### src/rtl/cache_pkg.sv
// Shared types for the cache metadata array scheduler.
// Widths here size the update-buffer entry.
package cache_pkg;

  localparam int SET_IDX_W     = 4;
  localparam int META_W        = 1;
  localparam int UPD_BUF_DEPTH = 2;

  typedef enum logic [1:0] {
    ST_IDLE,
    ST_DRAIN,
    ST_FLUSH,
    ST_DONE
  } meta_sched_state_e;

  typedef struct packed {
    logic [SET_IDX_W-1:0] addr;
    logic [META_W-1:0]    data;
  } upd_entry_t;

endpackage

### src/rtl/meta_array_sched_if.sv
// Lookup and update handshakes between a client
// and the metadata array scheduler.
interface meta_array_sched_if #(
  parameter int S_INDEX = 4,
  parameter int WIDTH   = 1
);

  logic               lkp_valid;
  logic               lkp_ready;
  logic [S_INDEX-1:0] lkp_addr;
  logic               lkp_rvalid;
  logic [WIDTH-1:0]   lkp_rdata;
  logic               upd_valid;
  logic               upd_ready;
  logic [S_INDEX-1:0] upd_addr;
  logic [WIDTH-1:0]   upd_data;

  modport master (
    output lkp_valid, lkp_addr,
    output upd_valid, upd_addr, upd_data,
    input  lkp_ready, lkp_rvalid, lkp_rdata,
    input  upd_ready
  );

  modport slave (
    input  lkp_valid, lkp_addr,
    input  upd_valid, upd_addr, upd_data,
    output lkp_ready, lkp_rvalid, lkp_rdata,
    output upd_ready
  );

endinterface

### src/rtl/meta_upd_buf.sv
// Two-entry update FIFO; entry 0 is the head.
// Search returns the youngest entry matching an address.
module meta_upd_buf
  import cache_pkg::*;
(
  input  logic                 clk0,
  input  logic                 rst0_n,
  input  logic                 push,
  input  logic                 pop,
  input  upd_entry_t           push_entry,
  input  logic [SET_IDX_W-1:0] srch_addr,
  output upd_entry_t           head,
  output logic [1:0]           count,
  output logic                 hit,
  output logic [META_W-1:0]    hit_data
);

  upd_entry_t ent_q [UPD_BUF_DEPTH];
  logic [1:0] cnt_q;
  logic       wr_hi;

  assign wr_hi = (cnt_q - {1'b0, pop}) == 2'd1;
  assign head  = ent_q[0];
  assign count = cnt_q;

  always_ff @(posedge clk0 or negedge rst0_n) begin
    if (!rst0_n) begin
      cnt_q    <= '0;
      ent_q[0] <= '0;
      ent_q[1] <= '0;
    end else begin
      if (pop) begin
        ent_q[0] <= ent_q[1];
      end
      if (push) begin
        if (wr_hi) ent_q[1] <= push_entry;
        else       ent_q[0] <= push_entry;
      end
      cnt_q <= cnt_q + {1'b0, push} - {1'b0, pop};
    end
  end

  always_comb begin
    hit      = 1'b0;
    hit_data = '0;
    if (cnt_q != 2'd0 && ent_q[0].addr == srch_addr) begin
      hit      = 1'b1;
      hit_data = ent_q[0].data;
    end
    // entry 1 is younger, so it overrides
    if (cnt_q == 2'd2 && ent_q[1].addr == srch_addr) begin
      hit      = 1'b1;
      hit_data = ent_q[1].data;
    end
  end

endmodule

### src/rtl/meta_array_sched.sv
// Port scheduler for the dual-port metadata flop array:
// lookups, buffered updates, flush sweep, RAW forwarding.
module meta_array_sched
  import cache_pkg::*;
#(
  parameter int S_INDEX = SET_IDX_W,
  parameter int WIDTH   = META_W
) (
  input  logic               clk0,
  input  logic               rst0_n,
  meta_array_sched_if.slave  bus,
  input  logic               flush_start,
  output logic               flush_busy,
  output logic               flush_done,
  output logic               arr_csb0,
  output logic               arr_web0,
  output logic [S_INDEX-1:0] arr_addr0,
  input  logic [WIDTH-1:0]   arr_dout0,
  output logic               arr_csb1,
  output logic               arr_web1,
  output logic [S_INDEX-1:0] arr_addr1,
  output logic [WIDTH-1:0]   arr_din1
);

  meta_sched_state_e state_q, state_d;
  logic [S_INDEX:0]  fcnt_q, fcnt_d;

  logic       in_lkp_st, lkp_acc, upd_acc;
  logic       pop, flush_wr, upd_same;
  logic       buf_hit;
  logic [1:0] buf_cnt;
  upd_entry_t head, push_entry;
  logic [WIDTH-1:0] buf_data;

  logic             rvalid_q, fwd_q;
  logic [WIDTH-1:0] fwd_data_q;

  assign in_lkp_st = state_q == ST_IDLE
                  || state_q == ST_DRAIN;

  assign bus.lkp_ready = rst0_n && in_lkp_st;
  assign bus.upd_ready = rst0_n && state_q == ST_IDLE
                      && buf_cnt < 2'd2;

  assign lkp_acc = bus.lkp_valid && bus.lkp_ready;
  assign upd_acc = bus.upd_valid && bus.upd_ready;

  assign pop      = rst0_n && in_lkp_st && buf_cnt != 2'd0;
  assign flush_wr = rst0_n && state_q == ST_FLUSH;
  assign upd_same = upd_acc && bus.upd_addr == bus.lkp_addr;

  assign push_entry = '{addr: bus.upd_addr, data: bus.upd_data};

  meta_upd_buf u_buf (
    .clk0       (clk0),
    .rst0_n     (rst0_n),
    .push       (upd_acc),
    .pop        (pop),
    .push_entry (push_entry),
    .srch_addr  (bus.lkp_addr),
    .head       (head),
    .count      (buf_cnt),
    .hit        (buf_hit),
    .hit_data   (buf_data)
  );

  assign arr_csb0  = !lkp_acc;
  assign arr_web0  = 1'b1;
  assign arr_addr0 = lkp_acc ? bus.lkp_addr : '0;
  assign arr_csb1  = !(pop || flush_wr);
  assign arr_web1  = 1'b0;

  always_comb begin
    arr_addr1 = '0;
    arr_din1  = '0;
    unique case (1'b1)
      flush_wr: arr_addr1 = fcnt_q[S_INDEX-1:0];
      pop: begin
        arr_addr1 = head.addr;
        arr_din1  = head.data;
      end
      default: ;
    endcase
  end

  always_comb begin
    state_d = state_q;
    fcnt_d  = '0;
    unique case (state_q)
      ST_IDLE: begin
        if (flush_start) begin
          state_d = (buf_cnt != 2'd0 || upd_acc)
                  ? ST_DRAIN : ST_FLUSH;
        end
      end
      ST_DRAIN: begin
        if (buf_cnt == 2'd0) state_d = ST_FLUSH;
      end
      ST_FLUSH: begin
        // carry into the top bit marks the last set
        fcnt_d = fcnt_q + 1'b1;
        if (fcnt_d[S_INDEX]) state_d = ST_DONE;
      end
      ST_DONE:  state_d = ST_IDLE;
      default:  state_d = ST_IDLE;
    endcase
  end

  always_ff @(posedge clk0 or negedge rst0_n) begin
    if (!rst0_n) begin
      state_q <= ST_IDLE;
      fcnt_q  <= '0;
    end else begin
      state_q <= state_d;
      fcnt_q  <= fcnt_d;
    end
  end

  always_ff @(posedge clk0 or negedge rst0_n) begin
    if (!rst0_n) begin
      rvalid_q   <= 1'b0;
      fwd_q      <= 1'b0;
      fwd_data_q <= '0;
    end else begin
      rvalid_q <= lkp_acc;
      if (lkp_acc) begin
        fwd_q      <= upd_same || buf_hit;
        fwd_data_q <= upd_same ? bus.upd_data : buf_data;
      end
    end
  end

  assign bus.lkp_rvalid = rvalid_q;
  assign bus.lkp_rdata  = !rvalid_q ? '0
                        : fwd_q ? fwd_data_q : arr_dout0;

  assign flush_busy = state_q != ST_IDLE;
  assign flush_done = state_q == ST_DONE;

endmodule

### src/flat_wrapper.sv
// flat-port wrapper written by rule: the top's interface ports become plain ports
module meta_array_sched_flat import cache_pkg::*;
#(
  parameter int S_INDEX = SET_IDX_W,
  parameter int WIDTH   = META_W
)
  (clk0, rst0_n, flush_start, flush_busy, flush_done, arr_csb0, arr_web0, arr_addr0, arr_dout0, arr_csb1, arr_web1, arr_addr1, arr_din1, bus_lkp_valid, bus_lkp_addr, bus_upd_valid, bus_upd_addr, bus_upd_data, bus_lkp_ready, bus_lkp_rvalid, bus_lkp_rdata, bus_upd_ready);
  meta_array_sched_if #(.S_INDEX(S_INDEX), .WIDTH(WIDTH)) bus_i ();
  input  logic clk0;
  input  logic rst0_n;
  input  logic flush_start;
  output logic flush_busy;
  output logic flush_done;
  output logic arr_csb0;
  output logic arr_web0;
  output logic [S_INDEX-1:0] arr_addr0;
  input  logic [WIDTH-1:0] arr_dout0;
  output logic arr_csb1;
  output logic arr_web1;
  output logic [S_INDEX-1:0] arr_addr1;
  output logic [WIDTH-1:0] arr_din1;
  input wire logic [$bits(bus_i.lkp_valid)-1:0] bus_lkp_valid;
  input wire logic [$bits(bus_i.lkp_addr)-1:0] bus_lkp_addr;
  input wire logic [$bits(bus_i.upd_valid)-1:0] bus_upd_valid;
  input wire logic [$bits(bus_i.upd_addr)-1:0] bus_upd_addr;
  input wire logic [$bits(bus_i.upd_data)-1:0] bus_upd_data;
  output wire logic [$bits(bus_i.lkp_ready)-1:0] bus_lkp_ready;
  output wire logic [$bits(bus_i.lkp_rvalid)-1:0] bus_lkp_rvalid;
  output wire logic [$bits(bus_i.lkp_rdata)-1:0] bus_lkp_rdata;
  output wire logic [$bits(bus_i.upd_ready)-1:0] bus_upd_ready;
  assign bus_i.lkp_valid = bus_lkp_valid;
  assign bus_i.lkp_addr = bus_lkp_addr;
  assign bus_i.upd_valid = bus_upd_valid;
  assign bus_i.upd_addr = bus_upd_addr;
  assign bus_i.upd_data = bus_upd_data;
  assign bus_lkp_ready = bus_i.lkp_ready;
  assign bus_lkp_rvalid = bus_i.lkp_rvalid;
  assign bus_lkp_rdata = bus_i.lkp_rdata;
  assign bus_upd_ready = bus_i.upd_ready;
  meta_array_sched #(.S_INDEX(S_INDEX), .WIDTH(WIDTH)) u_core (.clk0(clk0), .rst0_n(rst0_n), .bus(bus_i), .flush_start(flush_start), .flush_busy(flush_busy), .flush_done(flush_done), .arr_csb0(arr_csb0), .arr_web0(arr_web0), .arr_addr0(arr_addr0), .arr_dout0(arr_dout0), .arr_csb1(arr_csb1), .arr_web1(arr_web1), .arr_addr1(arr_addr1), .arr_din1(arr_din1));
endmodule
### config.mk
export PLATFORM = sky130hd
export DESIGN_NAME = meta_array_sched_flat
export DESIGN_NICKNAME = d
export VERILOG_FILES = /design/src/rtl/cache_pkg.sv /design/src/rtl/meta_array_sched_if.sv /design/src/rtl/meta_upd_buf.sv /design/src/rtl/meta_array_sched.sv /design/src/flat_wrapper.sv
export SDC_FILE = /design/constraint.sdc
export NUM_CORES = 1
export LEC_CHECK = 0
export BUFFER_PORTS_ARGS = -buffer_cell sky130_fd_sc_hd__buf_2
export CORE_MARGIN = 3
export CORE_UTILIZATION = 35
export DETAILED_ROUTE_END_ITERATION = 8
export GPL_ROUTABILITY_DRIVEN = 0
export SYNTH_ARGS = -nofsm -noshare
export SYNTH_HDL_FRONTEND = slang
export SYNTH_HIERARCHICAL = 1
export SYNTH_SLANG_ARGS = --single-unit
### constraint.sdc
create_clock -name clk0 -period 3.3 [get_ports clk0]
set_input_delay 0.33 -clock clk0 [delete_from_list [all_inputs] [get_ports clk0]]
set_output_delay 0.33 -clock clk0 [all_outputs]
set_load 0.02 [all_outputs]
; ---- After elaboration in Yosys (flattened, before gate mapping)
; Index checks and enable logic that the tools add are counted.
; Widths: inputs -> output; s select.
[classes]
shifts = 0
eq_ne = 11
order_cmp = 1
n_mul = 0
addsub = 4
mux = 20
div = 0
reduce_logical = 22
n_bitwise = 0
[op_table]
columns = cell, n
row1 = $mux 5, 4
row2 = $eq 4x4->1, 3
row3 = $logic_and 1x1->1, 10
row4 = $mux 10, 1
row5 = $mux 1, 8
row6 = $mux 2, 4
row7 = $pmux 2 s4, 1
row8 = $pmux 4 s2, 1
row9 = $eq 2x2->1 const B, 3
row10 = $ne 2x2->1 const B, 3
row11 = $add 5x1->5 const B, 1
row12 = $eq 2x1->1 const B, 2
row13 = $logic_not 2->1, 2
row14 = $logic_or 1x1->1, 4
row15 = $mux 4, 1
row16 = $reduce_bool 2->1, 2
row17 = $sub 2x1->2, 2
row18 = $reduce_and 3->1, 1
row19 = $add 2x1->2, 1
row20 = $logic_not 1->1, 2
row21 = $lt 2x2->1 const B, 1
row22 = $reduce_and 2->1, 1
[word_totals]
memories = 0
mem_bits_rw = 0
latch_bits = 0
regBits = 22
input_bits = 15
word_cells = 68
rom_bits = 0

; ---- Logic depth before layout (Yosys ltp)
[depth]
word_depth = 8
depth_mapped = 9
ltp_nobuf = 9

; ---- Hierarchy
; The synthesis kept the hierarchy.
[by_module_without_submodules]
columns = module, area_each_um2, cells_each, instances, seq_area_each_um2
row1 = meta_array_sched, 721.9, 74, 1, 250.2
row2 = meta_upd_buf, 679.4, 64, 1, 300.3

; ---- Worst setup path before layout
; No wires, ideal clock.
[synth_timing]
kind = register to register
start = register u_core.state_q[0]
end = register u_core/u_buf/ent_q[0] (netlist bit)
arrival_time_ns = 2.408
path_slack_ns = 0.767
required_time_ns = 3.175
n_path_buf = 0
path_stages_with_launch = 8
path_cell_list = dfrtp_1 > inv_1 > ha_1 > o21a_1 > o21a_1 > ha_1 > nor3b_1 > mux2_2
[synth_via]
elab_chain_cells = 7
elab_cells_between_ends = 11
cone_classes = 1 x add/sub / 2 x eq/ne / 8 x reduce/logical
[synth_rtl]
columns = element, line_no
row1 = start: declaration, meta_array_sched.sv:25  ; meta_sched_state_e state_q, state_d;
row2 = start signal: assignment, meta_array_sched.sv:114  ; state_q <= state_d;
row3 = $eq 2x1->1 / $logic_not 2->1 (equally long branches), "meta_array_sched.sv:39, meta_array_sched.sv:38"
row4 = $logic_or 1x1->1 *, meta_array_sched.sv:39  ; || state_q == ST_DRAIN;
row5 = $logic_and 1x1->1 *, --
row6 = via bus_lkp_ready, flat_wrapper.sv:27  ; output wire logic [$bits(bus_i.lkp_ready)-1:0] bus_lkp_ready;
row7 = $logic_and 1x1->1 *, meta_array_sched.sv:48  ; assign pop = rst0_n && in_lkp_st && buf_cnt != 2'd0;
row8 = via u_core.pop, meta_array_sched.sv:29  ; logic pop, flush_wr, upd_same;
row9 = $sub 2x1->2 *, meta_upd_buf.sv:22  ; assign wr_hi = (cnt_q - {1'b0, pop}) == 2'd1;
row10 = $eq 2x1->1 *, meta_upd_buf.sv:22
row11 = $reduce_and 2->1 (no source line) *, --
row12 = end: declaration, meta_upd_buf.sv:18  ; upd_entry_t ent_q [UPD_BUF_DEPTH];
; Mark *: on every way through the listed nets, which the timed path passes. The rest lies on a longest branch.
; A chain may end at the register's enable or synchronous reset.

; ---- Final worst setup path
[layout_timing]
start = register u_core.state_q[1]
end = register u_core/u_buf/ent_q[3] (netlist bit)
[layout_via]
elab_chain_cells = 7
elab_cells_between_ends = 11
cone_classes = 1 x add/sub / 2 x eq/ne / 8 x reduce/logical
[layout_rtl]
columns = element, line_no
row1 = $eq 2x1->1 / $logic_not 2->1 (equally long branches), "meta_array_sched.sv:39, meta_array_sched.sv:38"
row2 = $logic_or 1x1->1 *, meta_array_sched.sv:39
row3 = $logic_and 1x1->1 * (2 in series), meta_array_sched.sv:48
row4 = via u_core.pop, meta_array_sched.sv:29
row5 = $sub 2x1->2 *, meta_upd_buf.sv:22
row6 = $eq 2x1->1 *, meta_upd_buf.sv:22
row7 = $reduce_and 2->1 (no source line) *, --
; Marked as above.

==> flow_summary.toml <==
[setup_path]
end_kind = "register"
worstPathArrival_ns = 2.79
crit_required_ns = 3.44
slowest_stage = "nor3b_1"
rr_endpoint = "u_core/u_buf/ent_q[3]"
crit_start = "u_core/state_q[1]"
crit_type = "reg2reg"
crit_cells = 8
r2r_start = "u_core/state_q[1]"
crit_path_end = "u_core/u_buf/ent_q[3]"
reg2reg_depth = 8
cp_cell_sequence = "inv_1 > ha_1 > o21a_1 > o21a_1 > ha_1 > xor2_1 > nor3b_1 > mux2_2"
reg2reg_slack_ns = 0.65
critPathBufInv = 1
critical_path.top_delay_family = "simple AND/OR/NAND/NOR gates"
cpPeakStageDelay_ns = 0.62
start_kind = "register"
crit_fanout = 7

[route]
drc = 0
via_per_inst = 5.16
drt_pre_antenna_iters = 4
via_count = 1093
first_iter_violations = 49
wl_per_cell_um = 14.2
antenna_left = 0
drt-total-wl_um = 3020

[synthesis]
synth_top_area_share = 0.393
ys_ff_latch = 22
ys_seq_area_frac = 0.393
synth_common_cells = "dfrtp_1, xor2_1, inv_1"
synth-edff-count = 0
avgSynthCellArea_um2 = 10.2
synth_top_cell_by_area = "dfrtp_1"
yosys.cell_types.count = 36
synth_most_common_cell = "dfrtp_1"
async_flop_share = 1.00
syn-cell-area_um2 = 1400
syn-instance-count = 138
syn_nets = 161
ys.warnings.count = 6
synth_ff_type = "dfrtp_1"
synthTopCellsByArea = "dfrtp_1, xor2_1, ha_1"

[clock_network]
cts_made_buffers = 3
cts_tree = "done"
root_buffer = "clkbuf_8"
clk_pin_slew_ns = 0.07
post_cts_buffers = 0
cts_num_sinks = 22
ctsLongestPathBuffers = 2
postCtsHoldBufs = 0
htreeDepth = 1
clkLatencyLatePin_ns = 0.25
cts_resized = 0

[die]
die_width_um = 69.3
die_h_um = 69.3
core_area_um2 = 3770
start_util = 0.372
rows = 22
ios = 34
die_area_um2 = 4800

[power]
p_total_mw = 1.28
peakVddDrop_mv = 0.363
power_density_nw_per_um2 = 797
leakagePower_nw = 0.818

[cells_and_area]
fin_nets = 189
multi_input_comb_area_um2 = 742
syn_to_final_growth_pct = 14.3
n_antenna_cell = 0
drive_above_1_share = 0.262
seq_area_um2 = 551
fill_cells = 382

[sta]
fin_crit_sh = 0.804
setup_viol = 0
worst_pin_slew_ns = 0.721
clock-skew-final_ns = 0.00350
fin_setup_tns_ns = 0
slew-limit-headroom = 0.518
rsz0062_at_grt = "no"
report.final.slew_viol_count = 0
max_freq_mhz = 377
hold_viol = 0
min_period_ns = 2.65

[placement]
port_buffers = 31
place_hpwl_um = 2380

[global_routing]
grt_max_degree = 30
track_usage = 0.126
first_global_vias = 1073
antenna_found_initial = 0
grt_pass1_wl_um = 5060
overflow = 0

[run_status]
status = "finished, final reports clean"

[run]
cap_viol_max_count = 0

[worst_hold_path]
hp-class = "in2async"
-- routing by layer --
metal,part of all wire,GRT usage,wire length [um],vias to the layer above
met5,0,0,0,-
met4,0,0.0325,0,0
met3,0.070,0.0232,212,0
met2,0.45,0.194,1350,41
met1,0.48,0.181,1450,520
li1,-,-,-,532
-- power by group --
part / internal (mW) / total (mW) / switching (mW)
Combinational: 0.273 / 0.630 / 0.357
Sequential: 0.375 / 0.490 / 0.115
Clock: 0.0812 / 0.157 / 0.0758
-- flip-flops by register name, summed over array words and instances, names as in the netlist --
| register | count |
|---|---|
| u_core/fwd_data_q | 1 |
| u_core/u_buf/count | 2 |
| u_core/state_q | 2 |
| u_core/fwd_q | 1 |
| u_core/bus.lkp_rvalid | 1 |
| u_core/u_buf/ent_q | 5 |
| u_core/fcnt_q | 5 |
| u_core/u_buf/head | 5 |
-- placed cells by master, fill, tap and decap left out, drive strengths merged, types with 3 or more instances in the layout --
cell | Yosys | routed
a21oi | 9 | 9
a32o | 4 | 4
and2 | 4 | 4
and3 | 4 | 4
buf | 9 | 33
clkbuf | 1 | 3
dfrtp | 22 | 22
ha | 8 | 8
inv | 10 | 10
mux2 | 6 | 6
mux2i | 7 | 7
nand2 | 3 | 3
nor2 | 6 | 6
nor2b | 3 | 3
o21ai | 8 | 8
xor2 | 12 | 12
-- final cells by class --
type | count | share of cell area
inverter | 10 | 0.0234
clock buffer | 3 | 0.0258
tap | 48 | 0.0375
timing repair buffer | 33 | 0.106
multi-input combinational | 96 | 0.463
sequential | 22 | 0.344
-- cell families after synthesis --
group                      after synthesis  share of synthesized area
and+or+nand+nor                         29                      0.124
xor gates and xnor gates                14                     0.0875
DFF                                     22                      0.393
other                                    2                    0.00536
adders and majority gates                8                     0.0714
AOI/OAI and AO/OA                       30                      0.143
muxes                                   13                     0.0982
buffers and inverters                   20                     0.0777
-- worst min path at each step --
stage | end | slack, ns | cells after the start
after global placement | u_core/fcnt_q[4] | 0.37 | 2
after global routing | u_core/state_q[0] | 0.11 | 2
after CTS | u_core/state_q[0] | 0.09 | 2
after floorplan | u_core/bus.lkp_rvalid | 0.03 | 0
after detailed placement | u_core/state_q[0] | 0.38 | 2
final | u_core/state_q[0] | 0.1 | 2
-- stage by stage --
step	area, um2	std cells	hold slack [ns]	util	setup WS (ns)
2_1_floorplan	1400	138	0.0344	-	0.767
3_3_place_gp	1560	209	0.371	0.414	0.770
3_5_place_dp	1560	209	0.377	0.414	0.673
4_1_cts	1600	212	0.0925	0.425	0.655
5_1_grt	1600	212	0.113	0.425	0.404
6_report	1600	212	0.0992	0.425	0.648
No activity file was read; power rests on OpenSTA's default activity.
